===== config.mk =====
export PLATFORM = sky130hd
export DESIGN_NAME = slave_port_ctrl
export DESIGN_NICKNAME = d
export VERILOG_FILES = /design/src/rtl/slave_port_ctrl.sv
export SDC_FILE = /design/constraint.sdc
export NUM_CORES = 1
export LEC_CHECK = 0
export ABC_CLOCK_PERIOD_IN_PS = 1700
export BUFFER_PORTS_ARGS = -buffer_cell sky130_fd_sc_hd__buf_4
export CAP_MARGIN = 10
export CORE_MARGIN = 2
export CORE_UTILIZATION = 48
export CTS_CLUSTER_DIAMETER = 100
export DETAILED_ROUTE_END_ITERATION = 12
export PLACE_DENSITY = 0.74
export SKIP_LAST_GASP = 1
export SLEW_MARGIN = 20
export SYNTH_ARGS = -nofsm -noshare
export SYNTH_HDL_FRONTEND = slang
export SYNTH_SLANG_ARGS = --single-unit
export TNS_END_PERCENT = 1

===== constraint.sdc =====
create_clock -name clk -period 1.7 [get_ports clk]
set_input_delay 0.34 -clock clk [delete_from_list [all_inputs] [get_ports clk]]
set_output_delay 0.34 -clock clk [all_outputs]
set_load 0.02 [all_outputs]

===== src/rtl/slave_port_ctrl.sv =====
// Bus-side front end for the slave memory: serial (mode, address, data) in, single-cycle wen/ren out, serial read data back.
// Optional build macro SLAVE_TIMEOUT_EN adds a stall counter that aborts stuck transactions.
module slave_port_ctrl #(
    parameter int ADDR_WIDTH     = 12,
    parameter int DATA_WIDTH     = 8,
    parameter int TIMEOUT_CYCLES = 16
) (
    input  logic                  clk,
    input  logic                  rstn,
    input  logic                  mvalid,
    input  logic                  mode,
    input  logic                  mwdata,
    output logic                  sready,
    output logic                  svalid,
    output logic                  srdata,
    output logic                  timeout,
    output logic [ADDR_WIDTH-1:0] mem_addr,
    output logic [DATA_WIDTH-1:0] mem_wdata,
    output logic                  mem_wen,
    output logic                  mem_ren,
    input  logic [DATA_WIDTH-1:0] mem_rdata
);

    localparam int MAX_WIDTH = (ADDR_WIDTH > DATA_WIDTH) ? ADDR_WIDTH : DATA_WIDTH;
    localparam int CW        = (MAX_WIDTH > 1) ? $clog2(MAX_WIDTH) : 1;

    typedef enum logic [2:0] {
        IDLE  = 3'd0,
        ADDR  = 3'd1,
        WDATA = 3'd2,
        WRITE = 3'd3,
        READ  = 3'd4,
        RDATA = 3'd5
    } state_t;

    state_t                state;
    state_t                state_nx;
    logic                  is_write;
    logic [CW-1:0]         bit_cnt;
    logic [DATA_WIDTH-1:0] rd_shift;
    logic                  addr_done;
    logic                  data_done;
    logic                  in_phase;
    logic                  stall_hit;

    assign addr_done = (bit_cnt == CW'(ADDR_WIDTH - 1));
    assign data_done = (bit_cnt == CW'(DATA_WIDTH - 1));
    assign in_phase  = (state == ADDR) || (state == WDATA);

`ifdef SLAVE_TIMEOUT_EN
    localparam int SW = (TIMEOUT_CYCLES > 1) ? $clog2(TIMEOUT_CYCLES) : 1;

    logic [SW-1:0] stall_cnt;

    // Fires on the stall cycle that would make the consecutive-stall count reach the limit.
    assign stall_hit = in_phase && !mvalid && (stall_cnt == SW'(TIMEOUT_CYCLES - 1));

    always_ff @(posedge clk or negedge rstn) begin
        if (!rstn) begin
            stall_cnt <= '0;
            timeout   <= 1'b0;
        end else begin
            timeout <= stall_hit;
            if (in_phase && !mvalid && !stall_hit) begin
                stall_cnt <= stall_cnt + 1'b1;
            end else begin
                stall_cnt <= '0;
            end
        end
    end
`else
    assign stall_hit = 1'b0;
    // Stall limit has no effect in this build; timeout never fires.
    assign timeout   = 1'b0 & (TIMEOUT_CYCLES > 0);
`endif

    // Handshake: a transaction starts on a cycle with mvalid=1 and sready=1; afterwards
    // mvalid=1 qualifies each serial bit and mvalid=0 stalls. There is no read backpressure.
    always_comb begin
        state_nx = state;
        case (state)
            IDLE: begin
                if (mvalid && sready) begin
                    state_nx = ADDR;
                end
            end
            ADDR: begin
                if (stall_hit) begin
                    state_nx = IDLE;
                end else if (mvalid && addr_done) begin
                    state_nx = is_write ? WDATA : READ;
                end
            end
            WDATA: begin
                if (stall_hit) begin
                    state_nx = IDLE;
                end else if (mvalid && data_done) begin
                    state_nx = WRITE;
                end
            end
            WRITE:   state_nx = IDLE;
            READ:    state_nx = RDATA;
            RDATA: begin
                if (data_done) begin
                    state_nx = IDLE;
                end
            end
            default: state_nx = IDLE;
        endcase
    end

    always_ff @(posedge clk or negedge rstn) begin
        if (!rstn) begin
            state     <= IDLE;
            is_write  <= 1'b0;
            bit_cnt   <= '0;
            rd_shift  <= '0;
            sready    <= 1'b0;
            svalid    <= 1'b0;
            srdata    <= 1'b0;
            mem_addr  <= '0;
            mem_wdata <= '0;
            mem_wen   <= 1'b0;
            mem_ren   <= 1'b0;
        end else begin
            state   <= state_nx;
            sready  <= (state_nx == IDLE);
            mem_wen <= (state_nx == WRITE);
            mem_ren <= (state_nx == READ);
            case (state)
                IDLE: begin
                    if (state_nx == ADDR) begin
                        is_write <= mode;
                        bit_cnt  <= '0;
                    end
                end
                ADDR: begin
                    if (mvalid) begin
                        mem_addr <= {mwdata, mem_addr[ADDR_WIDTH-1:1]};
                        bit_cnt  <= addr_done ? '0 : bit_cnt + 1'b1;
                    end
                end
                WDATA: begin
                    if (mvalid) begin
                        mem_wdata <= {mwdata, mem_wdata[DATA_WIDTH-1:1]};
                        bit_cnt   <= data_done ? '0 : bit_cnt + 1'b1;
                    end
                end
                READ: begin
                    // Read data is only valid during mem_ren, so take it all now.
                    rd_shift <= mem_rdata >> 1;
                    srdata   <= mem_rdata[0];
                    svalid   <= 1'b1;
                    bit_cnt  <= '0;
                end
                RDATA: begin
                    if (data_done) begin
                        svalid  <= 1'b0;
                        srdata  <= 1'b0;
                        bit_cnt <= '0;
                    end else begin
                        srdata   <= rd_shift[0];
                        rd_shift <= rd_shift >> 1;
                        bit_cnt  <= bit_cnt + 1'b1;
                    end
                end
                default: ;
            endcase
        end
    end

endmodule


==> metrics.csv <==
metric,value,unit
yosysWarningCount,0,
synth.area.mux_share,0.184,
min_path_type,primary input to asynchronous set/reset pin,
gr-usage-all-layers,0.180,
cts_tree,yes,
drive_above_1_share,0.340,
rsz0062_at_grt,true,
irDropWorstVdd,0.000982,V
syn_area_per_cell,12.2,um2
nFillCells,318,
dr.pass1.iters,4,
finalCriticalPeriod,1.62,ns
switching_share,0.358,
status,"finished, final reports clean",
final_nets,208,
hold_viol,0,
yosys_register_bits,40,
cap_violations,0,
synth_simple_gate_area_share,0.106,
design_area,2280,um2
rrSetupSlack,0.08,ns
synthAdderAreaFrac,0.00678,
grt_max_degree,41,
crit_family,compound AO/OA/AOI/OAI gates,
hpwlAfterDp,2.57,mm
place_ws,-0.00834,ns
vias,1320,
synth_nets,165,
crit_fanout,15,
crit_slowest_cell,dfrtp_1,
ff2ff_path_depth,4,
setup_slack,0.0796,ns
sequentialPowerShare,0.421,
final_cell_mix,"buf_4 (43), dfrtp_1 (40), nand2_1 (14), o21ai_1 (13), mux2_1 (12)",
grt_pass1_wl,5.94,mm
fin_tns_setup,0,ns
crit_chain,ha_1 > and3b_1 > a211o_4 > a32o_1,
reg2reg_from,bit_cnt[0],
dpl_cell_area,2190,um2
overflow,0,
cts_hold_buf,0,
htreeDepth,2,
clockRootBuffer,clkbuf_8,
synth_compound_area_frac,0.114,
drtIter0Drc,87,
diodes,0,
dieHeight,66.0,um
ys_seq_area_frac,0.542,
power.switching,1.28,mW
r2r_end,rd_shift[6],
setup_viol,0,
required,1.88,ns
wirelength,3.50,mm
critPathLaunchType,flop,
cts.path.max_buffers,2,
synth_cells,151,
p_clk_frac,0.166,
fin_skew,0.00458,ns
path_clk_slew,0.07,ns
yosys-top-cells-area,"dfrtp_1 (54%), mux2_4 (7.3%), mux2_1 (7.3%), mux2i_1 (3.8%), o21ai_1 (3.5%)",
coreArea,3690,um2
antenna_found_initial,0,
multi_input_area,782,um2
power_leakage,1.19,nW
worstSetupPathType,flop to flop,
yosysTopAreaCellShare,0.542,
p_per_area,1580,nW/um2
ys_types,41,
mostFrequentLayoutCell,buf_4,
max_freq,617,MHz
drv_slew,0,
start_util,0.501,
die_w,66.0,um
grt_pass1_vias,1314,
crit_arrival,1.80,ns
synthXorXnorAreaFrac,0.00474,
hold_ws,0.00121,ns
post-cts-setup-buffer-count,0,
placementRows,22,
synth_area,1850,um2
io-pin-count,39,
wl_per_cell,14.5,um
antenna_left,0,
synth_top_family_by_area,multiplexers,
fin_util,0.618,
area_delta_synth_final,23.4,%
fin_crit_sh,0.953,
p_int,2.31,mW
crit_path_end_kind,flop,
seq_area,1000,um2
cts.sinks,40,
path_buf_inv,0,
pwr-share-comb,0.414,
cts_buffers,5,
slowest_delay,0.42,ns
portBuffers,37,
gp_congestion,0.853,
drcViolationCount,0,
vias_per_cell,5.45,
clkLatencyLatePin,0.29,ns
dieArea,4360,um2
synth_area_leader_cell,dfrtp_1,
[flip-flops by register name, indices dropped and copies added, names as in the netlist]
signal	flops
state	3
mem_ren	1
bit_cnt	4
is_write	1
srdata	1
mem_addr	12
sready	1
rd_shift	7
mem_wen	1
svalid	1
mem_wdata	8
[metal layers]
layer | GRT usage | wire, um | share of wire | vias to the layer above
met5 | 0 | 0 | 0 | -
li1 | - | - | - | 625
met1 | 0.225 | 1460 | 0.42 | 650
met4 | 0.0638 | 57 | 0.016 | 0
met3 | 0.0613 | 230 | 0.066 | 5
met2 | 0.293 | 1760 | 0.50 | 40
[metrics by stage]
stage	std cells	power [mW]
after detailed placement	235	3.01
after floorplan	151	2.50
final	242	3.59
after global placement	235	2.94
after CTS	242	3.61
after global routing	242	3.81
[logic make-up (layout without fill, tap and decap cells)]
| logic type | after synthesis | count (layout) |
|---|---|---|
| other | 1 | 1 |
| xor gates and xnor gates | 1 | 1 |
| DFF | 40 | 40 |
| and+or+nand+nor | 36 | 36 |
| buffers and inverters | 11 | 54 |
| adders and majority gates | 1 | 1 |
| AOI/OAI and AO/OA | 33 | 33 |
| muxes | 28 | 28 |
[cells in the mapped netlist]
cell type  count
o31a_1         1
mux2_4         9
ha_1           1
o21ai_1       13
buf_2          4
nor4bb_1       1
o21a_1         1
or3_1          1
a211o_1        2
nor2_1         4
nor3_1         1
xnor2_1        1
a31o_1         1
nand3_1        3
and3b_1        2
a22o_1         1
and2b_4        1
nand3b_1       2
nand4_1        2
inv_2          1
and3_1         1
a32o_1         1
a21o_1         2
a2bb2oi_1      1
a21oi_1        5
conb_1         1
inv_1          2
and2_1         1
buf_6          3
buf_4          1
nand2b_1       1
o22ai_1        1
nor3b_2        1
mux2i_1        7
o21ai_2        1
nand2_2        1
o2111a_1       1
o21ai_0        2
dfrtp_1       40
nand2_1       14
mux2_1        12
[worst register-to-register path, stage by stage (launching register included)]
cell and delay, ns:
dfrtp_1 0.42, ha_1 0.22, and3b_1 0.22, a211o_4 0.42, a32o_1 0.23
[power groups by stage]
stage | Combinational, mW | Clock [mW] | Sequential [mW]
floorplan | 0.836 | 0 | 1.67
global placement | 1.44 | 0 | 1.50
detailed placement | 1.49 | 0 | 1.53
CTS | 1.49 | 0.610 | 1.51
global route | 1.60 | 0.652 | 1.56
finish | 1.49 | 0.595 | 1.51
[worst max path at each step]
| stage | start | to | slack (ns) | depth (start not counted) |
|---|---|---|---|---|
| 6_report | bit_cnt[0] | rd_shift[6] | 0.08 | 4 |
| 5_1_grt | state[2] | mem_wdata[4] | -0.02 | 3 |
| 4_1_cts | bit_cnt[0] | rd_shift[6] | 0.04 | 4 |
| 3_5_place_dp | bit_cnt[0] | rd_shift[6] | -0.008 | 4 |
| 3_3_place_gp | bit_cnt[0] | rd_shift[6] | 0.07 | 4 |
| 2_1_floorplan | bit_cnt[0] | rd_shift[0] | 0.13 | 6 |
[final cells by class]
type | instances | share of cell area
repair buffers | 44 | 0.150
well taps | 48 | 0.0264
flip-flops and latches | 40 | 0.439
inverters | 3 | 0.00494
clock buffers | 5 | 0.0302
clock inverters | 2 | 0.00549
multi-input cells | 100 | 0.343
[timing repair]
item | CTS | global route
cloned | 0 | 0
endpoints found under the setup margin | 1 | 10
pin swaps | 0 | 0
gates resized for setup | 1 | 1
Note: power is estimated with default switching activity, not from simulation.
